### config.mk
export PLATFORM = sky130hd
export DESIGN_NAME = gray_to_binary_tracker
export DESIGN_NICKNAME = d
export VERILOG_FILES = /design/src/rtl/gray_pkg.sv /design/src/rtl/gray_sync.sv /design/src/rtl/gray_to_binary_tracker.sv
export SDC_FILE = /design/constraint.sdc
export NUM_CORES = 1
export LEC_CHECK = 0
export CORE_ASPECT_RATIO = 1.5
export CORE_UTILIZATION = 48
export DETAILED_ROUTE_END_ITERATION = 10
export GPL_TIMING_DRIVEN = 0
export PLACE_DENSITY_LB_ADDON = 0.15
export SYNTH_ARGS = -nofsm -noshare
export SYNTH_HDL_FRONTEND = slang
export SYNTH_SLANG_ARGS = --single-unit
### constraint.sdc
create_clock -name clk -period 2.5 [get_ports clk]
set_clock_uncertainty 0.1 [all_clocks]
set_input_delay 0.5 -clock clk [delete_from_list [all_inputs] [get_ports clk]]
set_output_delay 0.5 -clock clk [all_outputs]
set_load 0.01 [all_outputs]
### src/rtl/gray_pkg.sv
// Shared helpers for Gray-code consumers: width-generic decode, single-bit
// change detection and the tracker FSM state type.
package gray_pkg;

    // Widest Gray value the helpers accept; narrower values are zero-extended.
    localparam int unsigned GRAY_MAX_W = 32;

    typedef enum logic [0:0] {
        INIT  = 1'b0,
        TRACK = 1'b1
    } track_state_e;

    // Zero-extension is harmless: leading zero Gray bits decode to leading zeros.
    function automatic logic [GRAY_MAX_W-1:0] gray2bin(input logic [GRAY_MAX_W-1:0] g);
        logic [GRAY_MAX_W-1:0] b;
        b[GRAY_MAX_W-1] = g[GRAY_MAX_W-1];
        for (int i = GRAY_MAX_W - 2; i >= 0; i--) begin
            b[i] = b[i+1] ^ g[i];
        end
        return b;
    endfunction

    function automatic logic is_single_bit_diff(input logic [GRAY_MAX_W-1:0] a,
                                                input logic [GRAY_MAX_W-1:0] b);
        logic [GRAY_MAX_W-1:0] x;
        x = a ^ b;
        return (x != '0) && ((x & (x - GRAY_MAX_W'(1))) == '0);
    endfunction

endpackage

### src/rtl/gray_sync.sv
// Multi-flop synchronizer for a Gray-coded bus, with a flag that rises once
// every stage has been refilled with real samples after reset.
module gray_sync
    import gray_pkg::*;
#(
    parameter int unsigned WIDTH  = 4,
    parameter int unsigned STAGES = 2
) (
    input  logic             clk,
    input  logic             rst_n,
    input  logic [WIDTH-1:0] d_i,
    output logic [WIDTH-1:0] q_o,
    output logic             valid_o
);

    logic [WIDTH-1:0]  sync_q [STAGES];
    logic [STAGES-1:0] fill_q;

    // NOTE: this flop array is reset explicitly; it is a handful of flops,
    // not a RAM, and the reset value is part of the interface contract.
    always_ff @(posedge clk or negedge rst_n) begin
        if (!rst_n) begin
            for (int i = 0; i < STAGES; i++) begin
                sync_q[i] <= '0;
            end
            fill_q <= '0;
        end else begin
            sync_q[0] <= d_i;
            for (int i = 1; i < STAGES; i++) begin
                sync_q[i] <= sync_q[i-1];
            end
            fill_q <= {fill_q[STAGES-2:0], 1'b1};
        end
    end

    assign q_o     = sync_q[STAGES-1];
    assign valid_o = fill_q[STAGES-1];

endmodule

### src/rtl/gray_to_binary_tracker.sv
// Receives a Gray count from another domain, decodes it to binary and
// classifies each change as a +1 step, a -1 step or an illegal jump.
module gray_to_binary_tracker
    import gray_pkg::*;
#(
    parameter int unsigned WIDTH       = 4,
    parameter int unsigned SYNC_STAGES = 2,
    parameter int unsigned ERR_W       = 8
) (
    input  logic             clk,
    input  logic             rst_n,
    input  logic [WIDTH-1:0] gray_in,
    input  logic             err_clr,
    output logic [WIDTH-1:0] binary_out,
    output logic             bin_valid,
    output logic             step_up,
    output logic             step_dn,
    output logic             step_err,
    output logic [ERR_W-1:0] err_count
);

    localparam logic [GRAY_MAX_W-1:0] VAL_MASK = GRAY_MAX_W'((64'd1 << WIDTH) - 64'd1);

    logic [WIDTH-1:0] g_s;
    logic             sync_valid;

    gray_sync #(
        .WIDTH  (WIDTH),
        .STAGES (SYNC_STAGES)
    ) u_sync (
        .clk     (clk),
        .rst_n   (rst_n),
        .d_i     (gray_in),
        .q_o     (g_s),
        .valid_o (sync_valid)
    );

    track_state_e     state_q, state_d;
    logic [WIDTH-1:0] g_prev_q, g_prev_d;
    logic [WIDTH-1:0] binary_q, binary_d;
    logic             valid_q, valid_d;
    logic             up_q, up_d;
    logic             dn_q, dn_d;
    logic             err_q, err_d;
    logic [ERR_W-1:0] err_cnt_q, err_cnt_d;

    logic [GRAY_MAX_W-1:0] bin_cur;
    logic [GRAY_MAX_W-1:0] bin_prev;
    logic                  single_bit;
    logic                  is_inc;
    logic                  is_dec;

    assign bin_cur    = gray2bin(GRAY_MAX_W'(g_s));
    assign bin_prev   = gray2bin(GRAY_MAX_W'(g_prev_q));
    assign single_bit = is_single_bit_diff(GRAY_MAX_W'(g_s), GRAY_MAX_W'(g_prev_q));
    assign is_inc     = ((bin_prev + GRAY_MAX_W'(1)) & VAL_MASK) == bin_cur;
    assign is_dec     = ((bin_prev - GRAY_MAX_W'(1)) & VAL_MASK) == bin_cur;

    // NOTE: every next-state signal gets a default before the case so no
    // path through this block can leave one unassigned and infer a latch.
    always_comb begin
        state_d  = state_q;
        g_prev_d = g_prev_q;
        binary_d = binary_q;
        valid_d  = valid_q;
        up_d     = 1'b0;
        dn_d     = 1'b0;
        err_d    = 1'b0;

        unique case (state_q)
            // Baseline waits until the synchronizer holds post-reset samples,
            // otherwise its reset zeros would be compared against real data.
            INIT: begin
                if (sync_valid) begin
                    g_prev_d = g_s;
                    binary_d = bin_cur[WIDTH-1:0];
                    valid_d  = 1'b1;
                    state_d  = TRACK;
                end
            end
            TRACK: begin
                g_prev_d = g_s;
                binary_d = bin_cur[WIDTH-1:0];
                if (g_s != g_prev_q) begin
                    // A one-bit change that is not an adjacent count means a
                    // sample was skipped, so it is treated as an error too.
                    if (single_bit && is_inc) begin
                        up_d = 1'b1;
                    end else if (single_bit && is_dec) begin
                        dn_d = 1'b1;
                    end else begin
                        err_d = 1'b1;
                    end
                end
            end
            default: state_d = INIT;
        endcase
    end

    always_comb begin
        err_cnt_d = err_cnt_q;
        if (err_clr) begin
            err_cnt_d = err_d ? ERR_W'(1) : '0;
        end else if (err_d && !(&err_cnt_q)) begin
            err_cnt_d = err_cnt_q + ERR_W'(1);
        end
    end

    // NOTE: state registers use non-blocking assignments so every flop
    // samples the pre-edge values, independent of statement order.
    always_ff @(posedge clk or negedge rst_n) begin
        if (!rst_n) begin
            state_q   <= INIT;
            g_prev_q  <= '0;
            binary_q  <= '0;
            valid_q   <= 1'b0;
            up_q      <= 1'b0;
            dn_q      <= 1'b0;
            err_q     <= 1'b0;
            err_cnt_q <= '0;
        end else begin
            state_q   <= state_d;
            g_prev_q  <= g_prev_d;
            binary_q  <= binary_d;
            valid_q   <= valid_d;
            up_q      <= up_d;
            dn_q      <= dn_d;
            err_q     <= err_d;
            err_cnt_q <= err_cnt_d;
        end
    end

    assign binary_out = binary_q;
    assign bin_valid  = valid_q;
    assign step_up    = up_q;
    assign step_dn    = dn_q;
    assign step_err   = err_q;
    assign err_count  = err_cnt_q;

endmodule

=== Word level (Yosys, flattened, before mapping) ===
Index checks and enable logic that the tools add are counted.

* Bitwise logic cells: 9
* Equal/unequal tests: 4
* $add $sub $neg: 4
* Multiplexer cells: 20
* Reduce and logical (&&, ||, !) cells: 10

{| class="wikitable"
|+ Operator list
! operator !! count
|-
| $and 4x32->32 || 1
|-
| $logic_not 32->1 || 1
|-
| $reduce_bool 32->1 || 1
|-
| $mux 8 || 2
|-
| $pmux 4 s2 || 2
|-
| $mux 1 || 14
|-
| $add 8x1->8 const B || 1
|-
| $eq 4x4->1 || 2
|-
| $mux 4 || 2
|-
| $reduce_and 8->1 || 1
|-
| $xor 1x1->1 || 6
|-
| $sub 4x1->5 const B || 1
|-
| $add 4x1->4 const B || 1
|-
| $logic_and 1x1->1 || 4
|-
| $ne 4x4->1 || 1
|-
| $sub 4x1->4 const B || 1
|-
| $xor 4x4->4 || 1
|-
| $ne 2x1->1 const B || 1
|-
| $reduce_and 2->1 || 1
|-
| $reduce_bool 2->1 || 1
|-
| $logic_not 1->1 || 1
|-
| $not 1->1 || 1
|}

* Logic and storage cells: 58
* Register bits after elaboration: 31
* Output and inout bits: 16

=== Logic depth before layout (Yosys ltp) ===
Gate-level depths: netlist of the first run.

* Word-level depth: 13
* Depth in mapped cells: 11
* Mapped depth without buffers: 10

=== Cells and area by module ===
A second synthesis of the first run with hierarchy kept.

* Cell total of the unflattened synthesis: 150
* Area total of the unflattened synthesis: 1560.2 um^2

{| class="wikitable"
|+ Modules (own cells, without submodules)
! module !! cells an instance !! area each (um^2) !! seq. area each (um^2) !! instances
|-
| gray_to_binary_tracker || 135 || 1276.2 || 500.5 || 1
|-
| gray_sync || 15 || 284.0 || 250.2 || 1
|}

=== Worst setup path after synthesis of the first run ===
Ideal clock, no wire load.

* Kind: reg-to-reg
* From: register g_prev_q[1]
* To: register err_cnt_q[3], in the netlist err_count[3]
* Stages on the path, launching flop included: 12
* Path slack: -0.164 ns
* Setup time: 0.077 ns
* Data required time: 2.323 ns
* Arrival: 2.487 ns
* Clock period less this slack: 2.664 ns
* Cell sequence: dfrtp_1 clkbuf_1 inv_1 ha_1 xnor2_1 or4_1 nand3b_1 nor3_1 o21ai_4 nand2_4 or3_1 a21oi_1

* Word-level cells in the longest chain between the ends: 12
* Elaborated cells between the ends (all ways): 21

{| class="wikitable"
|+ Ends and longest elaborated chain
! item !! RTL line !! source
|-
| start, declared || gray_to_binary_tracker.sv:39 || <nowiki>logic [WIDTH-1:0] g_prev_q, g_prev_d;</nowiki>
|-
| start signal, assigned || gray_to_binary_tracker.sv:123 || <nowiki>g_prev_q <= g_prev_d;</nowiki>
|-
| $xor 4x4->4 || gray_pkg.sv:26 || <nowiki>x = a ^ b;</nowiki>
|-
| $sub 4x1->5 || gray_pkg.sv:27 || <nowiki>return (x != '0) && ((x & (x - GRAY_MAX_W'(1))) == '0);</nowiki>
|-
| $and 4x32->32 || gray_pkg.sv:27 ||
|-
| $logic_not 32->1 || gray_pkg.sv:27 ||
|-
| $logic_and 1x1->1 || gray_pkg.sv:27 ||
|-
| $logic_and 1x1->1 || gray_to_binary_tracker.sv:89 || <nowiki>end else if (single_bit && is_dec) begin</nowiki>
|-
| $mux 1 || gray_to_binary_tracker.sv:89 ||
|-
| $mux 1 || gray_to_binary_tracker.sv:87 || <nowiki>if (single_bit && is_inc) begin</nowiki>
|-
| $mux 1 * || gray_to_binary_tracker.sv:84 || <nowiki>if (g_s != g_prev_q) begin</nowiki>
|-
| $mux 1 * || gray_to_binary_tracker.sv:70 || <nowiki>unique case (state_q)</nowiki>
|-
| $logic_and 1x1->1 * || gray_to_binary_tracker.sv:104 || <nowiki>end else if (err_d && !(&err_cnt_q)) begin</nowiki>
|-
| $reduce_bool 2->1 (no source line) * || -- ||
|-
| end signal, assigned || gray_to_binary_tracker.sv:129 || <nowiki>err_cnt_q <= err_cnt_d;</nowiki>
|-
| end, declared || gray_to_binary_tracker.sv:45 || <nowiki>logic [ERR_W-1:0] err_cnt_q, err_cnt_d;</nowiki>
|}

Mark *: on every way between the ends. The rest lies on a longest branch, timed or not.
A chain may end at the register's enable or synchronous reset.

=== Worst setup path after layout of the first run ===
* From: register g_prev_q[2]
* To: register err_cnt_q[7], in the netlist err_count[7]

* Word-level cells in the longest chain between the ends: 12
* Elaborated cells between the ends (all ways): 22

{| class="wikitable"
|+ Ends and longest elaborated chain
! item !! RTL line
|-
| $xor 4x4->4 / $xor 1x1->1 (equally long branches) || gray_pkg.sv:26, gray_pkg.sv:18
|-
| $sub 4x1->5 / $xor 1x1->1 (equally long branches) || gray_pkg.sv:27, gray_pkg.sv:18
|-
| $and 4x32->32 / $xor 1x1->1 (equally long branches) || gray_pkg.sv:27, gray_pkg.sv:18
|-
| $logic_not 32->1 / $sub 4x1->4 (equally long branches) || gray_pkg.sv:27, gray_to_binary_tracker.sv:57
|-
| $logic_and 1x1->1 / $eq 4x4->1 (equally long branches) || gray_pkg.sv:27, gray_to_binary_tracker.sv:57
|-
| $logic_and 1x1->1 || gray_to_binary_tracker.sv:89
|-
| $mux 1 || gray_to_binary_tracker.sv:89
|-
| $mux 1 || gray_to_binary_tracker.sv:87
|-
| $mux 1 * || gray_to_binary_tracker.sv:84
|-
| $mux 1 * || gray_to_binary_tracker.sv:70
|-
| $logic_and 1x1->1 * || gray_to_binary_tracker.sv:104
|-
| $reduce_bool 2->1 (no source line) * || --
|}

Marks and branches as above.

==> results of run 1 <==
sequential cells by signal, summed over array words and instances, names as in the netlist, 2 cells and up:
register and cells:
binary_out 3, err_count 8, g_prev_q 4, u_sync.fill_q 2, u_sync.q_o 4, u_sync.sync_q 4
placed cells by master (no fill, tap or decap), types with 3 or more instances in the layout:
master and count:
nor2b_1 3, buf_2 3, and3_1 5, clkdlybuf4s50_1 21, o21ai_2 3, a21oi_1 4, nor2_1 9, inv_1 4
nand2_1 5, xnor2_1 7, dfrtp_1 28, or3_1 5, buf_6 3, o21ai_1 3, xor2_1 3, nand3_1 7
clkbuf_8 6, mux2i_1 3, buf_4 11, mux2_2 5, o21ai_0 4
final cells by class:
class / count / area share
timing repair buffer: 34 / 0.151
tap: 39 / 0.0236
inverter: 5 / 0.00907
multi-input combinational: 97 / 0.378
sequential: 30 / 0.364
clock inverter: 1 / 0.0145
buffer: 5 / 0.0175
clock buffer: 7 / 0.0417
cell usage after synthesis:
| master | instances |
|---|---|
| nand2_4 | 1 |
| conb_1 | 1 |
| clkbuf_1 | 1 |
| o22ai_1 | 1 |
| and3_1 | 5 |
| nor2_1 | 9 |
| a21oi_2 | 1 |
| o32a_1 | 1 |
| a21oi_1 | 4 |
| a32o_1 | 1 |
| or3b_1 | 1 |
| and4_4 | 1 |
| ha_1 | 2 |
| buf_6 | 1 |
| xor3_2 | 1 |
| nand3_1 | 7 |
| mux2i_1 | 3 |
| buf_4 | 1 |
| nand2_1 | 5 |
| dfrtp_1 | 30 |
| mux2_2 | 5 |
| o21bai_1 | 1 |
| o21ai_2 | 1 |
| xor2_2 | 2 |
| a21boi_0 | 1 |
| o21ai_0 | 4 |
| a211oi_1 | 1 |
| o21ai_1 | 5 |
| or3_1 | 5 |
| a21o_1 | 1 |
| nand2b_1 | 2 |
| nand3b_1 | 2 |
| xnor2_1 | 8 |
| xor2_1 | 4 |
| a2bb2oi_1 | 1 |
| nand4_1 | 1 |
| nor2b_1 | 3 |
| or4_1 | 1 |
| o311a_1 | 1 |
| buf_2 | 2 |
| inv_1 | 5 |
| o21ai_4 | 1 |
| nor3_1 | 3 |
repair_timing:
item | CTS | global route
setup buffers | 9 | 3
pin swaps | 8 | 3
gates resized for setup | 9 | 4
setup endpoints to repair | 8 | 8
cells by family (layout without fill, tap and decap cells):
family,after synthesis,after routing
xor gates and xnor gates,15,15
adders and majority gates,2,2
AOI/OAI and AO/OA,25,25
muxes,8,8
buffers and inverters,10,52
DFF,30,30
other,1,1
and+or+nand+nor,46,46
through the flow:
| step | std cells | instance area, sq um | hold WS [ns] | setup slack [ns] |
|---|---|---|---|---|
| finish | 218 | 2070 | 0.154 | -0.0885 |
| global placement | 198 | 1830 | 0.235 | -0.128 |
| detailed placement | 198 | 1830 | 0.235 | -0.206 |
| floorplan | 137 | 1560 | 0.104 | 0.00556 |
| CTS | 215 | 2030 | 0.249 | -0.105 |
| global route | 218 | 2070 | 0.195 | -0.192 |
worst paths after layout:
kind,endpoint,slack [ns]
worst min register to register,u_sync.q_o[1]$_DFF_PN0_,0.25
worst max register to register,err_count[7]$_DFFE_PN0P_,-0.09
worst min-delay path,step_err$_DFF_PN0_,0.15
min in group clk,u_sync.q_o[1]$_DFF_PN0_,0.25
max in group asynchronous,g_prev_q[2]$_DFFE_PN0P_,1.67
worst max-delay path,err_count[7]$_DFFE_PN0P_,-0.09
power groups by stage:
stage	clock [mW]	sequential [mW]	combinational (mW)
final	0.502	0.563	0.346
after global routing	0.535	0.568	0.372
after CTS	0.512	0.562	0.326
after detailed placement	0	0.572	0.289
after global placement	0	0.571	0.279
after floorplan	0	0.580	0.166
per-layer routing:
| metal | global-route usage | vias up | wire [microns] |
|---|---|---|---|
| met5 | 0 | - | 0 |
| met2 | 0.383 | 32 | 1800 |
| met4 | 0.120 | 0 | 103 |
| li1 | - | 560 | - |
| met1 | 0.232 | 564 | 1230 |
| met3 | 0.0663 | 10 | 129 |
==> run metrics, run 1 <==
vias=around 1200; Worst-Skew Late Latency=0.28 ns; Final min period=2.59 ns; Starting Density=0.513; adder-cell area share of the yosys netlist=0.0166; WP data required=2.55 ns; gr ovfl total=0; final hold violations=0; Total GRT Usage=0.225; P_int=roughly 1.0 mW; Tightest Pin Transition=approximately 0.68 ns; synth top area cells=dfrtp_1, xnor2_1, mux2_2, nand3_1, xor2_1; clock root cell=clkbuf_8; synth unique cells=43; RSZ-0062 raised after global routing=true; final count of negative-setup-slack endpoints=8; peak per-stage delay on the critical path=~0.44 ns; ratio of cells with drive above 1 in the final layout=0.279; Die Area=about 3400 sq um; deepest clock path buffer count=2; chip width=approximately 48 microns; IO Pins=23; Worst setup EP type=register; worst r2r src=g_prev_q[2]$_DFFE_PN0P_; crit path from=g_prev_q[2]$_DFFE_PN0P_; initial antenna violation count=0; global-route wire length before repair=roughly 5.2 mm; area leader, netlist=dfrtp_1; row cnt=24; xor/xnor share of the synthesized area=0.108; hold buffers post-CTS=0; clock slew at reported path FFs=around 0.06 ns; CP bufs+invs=2; crit path DAT=2.64 ns; FF+latch area=about 750 sq um; Util after Layout=0.703; delay-heaviest family, CP=simple AND/OR/NAND/NOR gates; GP Congestion=around 0.77; # clock sinks=30; synth warn=0; Reg2Reg Depth=12; Tcrit/Tclk final=1.04; Rel. slew slack=0.548; hpwl dp=~2.1 mm; Pwr Density=682 nW/um^2; Setup WS post-layout=-0.0885 ns; Comb power frac=0.245; max-slew violation count=0; DRC viols=0; syn_area_per_cell=11.0 sq um; Antenna Nets Post-Route=0; core area=2940 sq um; Synth Area in Simple Gates=0.170; maximum clock rate=~0.39 GHz; # fillers=239; Layout Nets=187; Synth top area share=0.497; Switching Fraction=0.267; fraction of synthesized area in multiplexers=0.0572; Leakage Power=0.876 nW; TritonCTS clock tree=done; main combinational cell family by area after synthesis=simple AND/OR/NAND/NOR gates; Max VDD drop=between 0.0007 and 0.0008 V; Switching Power=~380 uW; initial DRC count=48; # port buffers=22; run status=finished, violations left; number of cells on the critical path=12; Num CTS Buffers=5; sequential cell area fraction in the yosys report=0.497; DRT Pass-1 Iters=4; Die Span Y=a little over 70 microns; post-synth net total=146; vias per cell=5.35; # H-tree levels=2; CP Max Fanout=6; cell area after synthesis=1510 sq um; Final TNS setup=-0.376 ns; mean routed wirelength per cell=15.0 microns; register bit total from synthesis=30; Synth Area in Compound Gates=0.115; CP max-delay cell=dfrtp_2; WS Path Type=reg -> reg; element type at the critical path start=register; largest net degree at the start of global routing=31; total power=approximately 1.4 mW; Clock Power Share=0.356; Top cell by count, worst path=buf_6; vias in the first global route=between 1000 and 1500; Area Growth Syn to Fin=37.0%; final WL=about 3.3 mm; violated checks=negative setup slack; Seq pwr share=0.399; Max Cap Viol=0; crit-path cells=xor2_4 > ha_4 > xnor2_2 > or4_1 > nand3b_1 > nor3_4 > o21ai_4 > nand2_4 > buf_6 > buf_6 > o21ai_2 > a21oi_1; multi-input logic area=approximately 780 sq um; Hold WC Path Type=in -> async; n_diodes=0; Cells after Synth=roughly 140
Power figures use the tool's default switching activity.
==> run 2: changes to the inputs <==
--- a/config.mk
+++ b/config.mk
@@ -8,8 +8,9 @@
 export CORE_ASPECT_RATIO = 1.5
 export CORE_UTILIZATION = 48
 export DETAILED_ROUTE_END_ITERATION = 10
-export GPL_TIMING_DRIVEN = 0
+export GPL_TIMING_DRIVEN = 1
 export PLACE_DENSITY_LB_ADDON = 0.15
+export REMOVE_ABC_BUFFERS = 1
 export SYNTH_ARGS = -nofsm -noshare
 export SYNTH_HDL_FRONTEND = slang
 export SYNTH_SLANG_ARGS = --single-unit
==> run metrics, run 2 (synthesized netlist as in run 1, its figures left out) <==
run status=finished, violations left; violated checks=negative setup slack; final count of negative-setup-slack endpoints=6; max FFs per register=8; maximum clock rate=0.384 GHz; crit path from=g_prev_q[2]$_DFFE_PN0P_; Placement Cell Area=around 1800 sq um; placed cells=205; Util after Layout=0.689; mean routed wirelength per cell=~15 microns; Final min period=about 2.6 ns; element type at the critical path start=register; reg-to-reg endpoint=err_count[3]$_DFFE_PN0P_; clock root cell=clkbuf_8; WP data required=between 2 and 3 ns; worst r2r src=g_prev_q[2]$_DFFE_PN0P_; DRT Pass-1 Iters=4; DRC viols=0; crit path DAT=between 2 and 3 ns; GP Congestion=approximately 0.85; Hold WC Path Type=reg -> reg; dpl ws=-0.130 ns; Layout Nets=186; # port buffers=22; Tightest Pin Transition=approximately 0.56 ns; Total GRT Usage=0.220; deepest clock path buffer count=2; final hold violations=0; largest net degree at the start of global routing=31; Reg2Reg Depth=10; CP endpoint=err_count[3]$_DFFE_PN0P_; Num CTS Buffers=5; TritonCTS clock tree=done; final WL=roughly 3.2 mm; WS Path Type=reg -> reg; Non-Filler Instances=between 200 and 250; vias per cell=5.26; clock slew at reported path FFs=roughly 0.060 ns; Switching Power=approximately 360 uW; most common cell after layout, fill and taps aside=dfrtp_1; n_diodes=0; Seq pwr share=0.412; Pwr Density=between 600 and 700 nW/um^2; Worst setup EP type=register; crit-path cells=xor2_2 > ha_4 > xnor2_2 > or4_1 > nand3b_1 > nor3_2 > o21ai_4 > nand2_4 > or3_1 > a21oi_2; Leakage Power=between 0.8 and 0.9 nW; Rel. slew slack=0.627; hold path start=u_sync.sync_q[6]$_DFF_PN0_; vias in the first global route=about 1200; Area Growth Syn to Fin=34.3%; hold buffers post-CTS=0; Max VDD drop=approximately 0.00059 V; total power=approximately 1.4 mW; max-slew violation count=0; IO Pins=23; peak per-stage delay on the critical path=roughly 0.4 ns; most frequent cells in the layout=dfrtp_1, clkdlybuf4s50_1, buf_4; r2r setup slk=-0.10 ns; Max Cap Viol=0; Die Area=around 3400 sq um; # clock sinks=30; RSZ-0062 raised after global routing=true; global-route wire length before repair=approximately 5.4 mm; initial antenna violation count=0; P_int=1.02 mW; chip width=roughly 48 microns; Antenna Nets Post-Route=0; Starting Density=0.513; Clock Power Share=0.353; initial DRC count=19; # H-tree levels=2; Setup WS post-layout=-0.103 ns; Tcrit/Tclk final=1.04; ratio of cells with drive above 1 in the final layout=0.249; Comb power frac=0.235; Switching Fraction=0.262; CP Max Fanout=8; Die Span Y=between 70 and 80 microns; row cnt=24; Worst-Skew Late Latency=between 0.2 and 0.3 ns; core area=2940 sq um; gr ovfl total=0; CP max-delay cell=dfrtp_1; hpwl dp=around 2.2 mm; vias=between 1000 and 1500; Final Instance Area=between 2000 and 2500 sq um
run 2: changes by cell type in the layout (fill, tap and decap cells not counted), sizes merged:
cell / delta
clkbuf: -2
clkdlybuf4s50: +1
buf: -1
run 2: stage by stage:
step | TNS (ns) | hold WS, ns
6_report | -0.367 | 0.245
5_1_grt | -1.18 | 0.252
4_1_cts | -0.386 | 0.250
3_5_place_dp | -0.507 | 0.236
3_3_place_gp | -0.0795 | 0.233
2_1_floorplan | -0.985 | 0.104
run 2: final cells by class:
class	instances	area, sq um
multi-input cells	97	757
flip-flops and latches	30	751
repair buffers	38	340
well taps	39	48.8
inverters	5	18.8
clock inverters	1	30.0
fillers	253	915
clock buffers	6	82.6
run 2: repair_timing:
| item | 4_1_cts | 5_1_grt |
|---|---|---|
| hold endpoints to repair | 0 | 0 |
| endpoints found under the setup margin | 7 | 8 |
| gates resized for setup | 2 | 6 |
| buffers inserted | 2 | 2 |
| pin swaps | 14 | 5 |
run 2: power by group through the flow:
stage	Combinational [mW]	Clock, mW	Sequential, mW
3_5_place_dp	0.295	0	0.574
6_report	0.323	0.486	0.568
4_1_cts	0.310	0.501	0.567
3_3_place_gp	0.285	0	0.571
2_1_floorplan	0.143	0	0.585
5_1_grt	0.354	0.517	0.574
run 2: layer usage:
layer	track usage	up-vias	wire length, microns
met5	0	-	0
met4	0.0833	0	22
met3	0.0587	2	96
met2	0.360	21	1850
met1	0.263	556	1260
li1	-	557	-
run 2: worst min path at each step:
stage                                         end  slack (ns)  cells past startpoint
after CTS                 u_sync.q_o[3]$_DFF_PN0_        0.25                      0
final                     u_sync.q_o[2]$_DFF_PN0_        0.25                      0
after global placement    u_sync.q_o[0]$_DFF_PN0_        0.23                      0
after detailed placement  u_sync.q_o[3]$_DFF_PN0_        0.24                      0
after floorplan             bin_valid$_DFFE_PN0P_        0.10                      0
after global routing      u_sync.q_o[2]$_DFF_PN0_        0.25                      0
run 2: worst max-delay path: cells and delay by family (launching register included):
family | cells | cell delay (ns)
AO/OA/AOI/OAI | 2 | 0.34
AND/OR/NAND/NOR | 5 | 1.06
flip-flops | 1 | 0.40
adder cells (fa/ha/maj) | 1 | 0.24
XOR/XNOR | 2 | 0.38
==> run 3: changes to the inputs <==
--- a/config.mk
+++ b/config.mk
@@ -5,7 +5,9 @@
 export SDC_FILE = /design/constraint.sdc
 export NUM_CORES = 1
 export LEC_CHECK = 0
+export CAP_MARGIN = 15
 export CORE_ASPECT_RATIO = 1.5
+export CORE_MARGIN = 4
 export CORE_UTILIZATION = 48
 export DETAILED_ROUTE_END_ITERATION = 10
 export GPL_TIMING_DRIVEN = 1
==> constraint.sdc (replaced) <==
create_clock -name clk -period 2.5 [get_ports clk]
set_clock_uncertainty 0.1 [all_clocks]
set_input_delay 0.5 -clock clk [delete_from_list [all_inputs] [get_ports clk]]
set_output_delay 0.5 -clock clk [all_outputs]
set_load 0.005 [all_outputs]
==> run metrics, run 3 (synthesized netlist as in run 1, its figures left out) <==
run status=finished, violations left; violated checks=negative setup slack; vias=around 1100; clock root cell=clkbuf_8; mean routed wirelength per cell=14.3 microns; Tightest Pin Transition=0.563 ns; DRT Pass-1 Iters=4; delay-heaviest family, CP=simple AND/OR/NAND/NOR gates; vias in the first global route=roughly 1200; Hold Crit Depth=0; hpwl dp=2.23 mm; ratio of cells with drive above 1 in the final layout=0.270; Antenna Nets Post-Route=0; # H-tree levels=2; hold buffers post-CTS=0; hold path start=u_sync.sync_q[7]$_DFF_PN0_; Reg2Reg Depth=12; WS Path Type=reg -> reg; core area=2970 sq um; Final TNS setup=-0.310 ns; GP Congestion=0.775; clock slew at reported path FFs=0.06 ns; TritonCTS clock tree=done; gr ovfl total=0; Num CTS Buffers=5; Max Cap Viol=0; Final min period=2.58 ns; Top cell by count, worst path=buf_4; Layout Nets=roughly 190; Fin Hold WS=0.244 ns; WP data required=approximately 2.6 ns; final count of negative-setup-slack endpoints=6; maximum clock rate=approximately 0.39 GHz; Final Instance Area=roughly 2000 sq um; DRC viols=0; Setup WS post-layout=-0.0818 ns; Rel. slew slack=0.624; Leakage Power=0.856 nW; Die Area=between 4000 and 5000 sq um; total power=between 1 and 1.5 mW; r2r setup slk=-0.08 ns; Max VDD drop=0.000590 V; CP max-delay cell=dfrtp_1; Starting Density=0.508; element type at the critical path start=register; largest net degree at the start of global routing=31; dpl ws=-0.118 ns; vias per cell=5.25; Area Growth Syn to Fin=34.0%; Tcrit/Tclk final=1.03; IO Pins=23; Die Span Y=between 70 and 80 microns; initial DRC count=17; initial antenna violation count=0; worst r2r src=g_prev_q[2]$_DFFE_PN0P_; RSZ-0062 raised after global routing=true; CP bufs+invs=2; Worst setup EP type=register; n_diodes=0; Total GRT Usage=0.177; chip width=roughly 54 microns; most frequent cells in the layout=dfrtp_1, clkdlybuf4s50_1, buf_4; deepest clock path buffer count=2; max FFs per register=8; peak per-stage delay on the critical path=about 0.41 ns; CP Max Fanout=8; Worst-Skew Late Latency=~0.28 ns; final hold violations=0; # fillers=between 200 and 250; Pwr Density=628 nW/um^2; crit-path cells=xor2_2 > ha_4 > xnor2_2 > buf_4 > o22ai_1 > nand3b_1 > nor3_2 > o21ai_4 > nand2_4 > buf_4 > mux2i_1 > nor2_1; reg-to-reg endpoint=err_count[1]$_DFFE_PN0P_; final WL=~3.1 mm; Hold WC Path Type=reg -> reg; global-route wire length before repair=5.38 mm; max-slew violation count=0; Worst Hold End=u_sync.q_o[3]$_DFF_PN0_; row cnt=24; Placement Cell Area=between 1500 and 2000 sq um; # port buffers=22; crit path DAT=2.63 ns; # clock sinks=30; most common cell after layout, fill and taps aside=dfrtp_1
[run 3: changes by cell type in the layout (fill, tap and decap cells not counted)]
cell        previous run  this run
clkinv_2               0         1
o21ai_2                2         3
bufinv_16              1         0
or4_1                  1         0
clkinvlp_4             0         1
or3_4                  1         2
or3_1                  4         3
o21ai_1                4         3
or4_4                  0         1
[run 3: cell type report]
cell class	instances	area, sq um	share of cell area
Clock inverter	2	12.5	0.00618
Inverter	5	18.8	0.00928
Clock buffer	6	82.6	0.0408
Multi-Input combinational cell	97	769	0.380
Tap cell	39	48.8	0.0241
Sequential cell	30	751	0.371
Timing Repair Buffer	38	340	0.168
[run 3: metal layers]
metal | global-route usage | vias up | part of all wire
met5 | 0 | - | 0
met4 | 0.0870 | 0 | 0.018
met3 | 0.0523 | 6 | 0.045
met2 | 0.285 | 29 | 0.54
met1 | 0.204 | 552 | 0.39
li1 | - | 552 | -
[run 3: worst max path at each step]
stage | startpoint | end | slack, ns | depth (start not counted)
detailed placement | g_prev_q[2]$_DFFE_PN0P_ | err_count[3]$_DFFE_PN0P_ | -0.12 | 10
finish | g_prev_q[2]$_DFFE_PN0P_ | err_count[1]$_DFFE_PN0P_ | -0.08 | 12
global placement | g_prev_q[2]$_DFFE_PN0P_ | err_count[7]$_DFFE_PN0P_ | -0.03 | 10
global route | g_prev_q[2]$_DFFE_PN0P_ | err_count[1]$_DFFE_PN0P_ | -0.25 | 12
CTS | g_prev_q[3]$_DFFE_PN0P_ | err_count[5]$_DFFE_PN0P_ | -0.06 | 10
floorplan | g_prev_q[3]$_DFFE_PN0P_ | err_count[3]$_DFFE_PN0P_ | -0.18 | 10
[run 3: stage by stage]
step	utilization	std cells
finish	0.681	217
global route	0.681	217
CTS	0.663	216
detailed placement	0.620	206
global placement	0.620	206
floorplan	-	132
[run 3: worst register-to-register path, cell delays in order (launching register included)]
cell and delay, ns:
dfrtp_1 0.41, xor2_2 0.23, ha_4 0.24, xnor2_2 0.14, buf_4 0.14, o22ai_1 0.19, nand3b_1 0.13, nor3_2 0.28
o21ai_4 0.12, nand2_4 0.10, buf_4 0.14, mux2i_1 0.17, nor2_1 0.05
[run 3: repair_timing]
| item | in CTS | in global routing |
|---|---|---|
| hold endpoints to repair | 0 | 0 |
| pin swaps | 14 | 5 |
| resized for setup | 3 | 8 |
| setup buffers | 2 | 1 |
| setup endpoints to repair | 7 | 8 |
| gates cloned | 0 | 0 |
[run 3: report_power, final]
part	internal, mW	switching (mW)	total, mW	leakage (nW)
Sequential	0.525	0.0408	0.566	0.362
Combinational	0.172	0.137	0.310	0.447
Clock	0.221	0.175	0.395	0.0472
Total	0.918	0.353	1.27	0.856
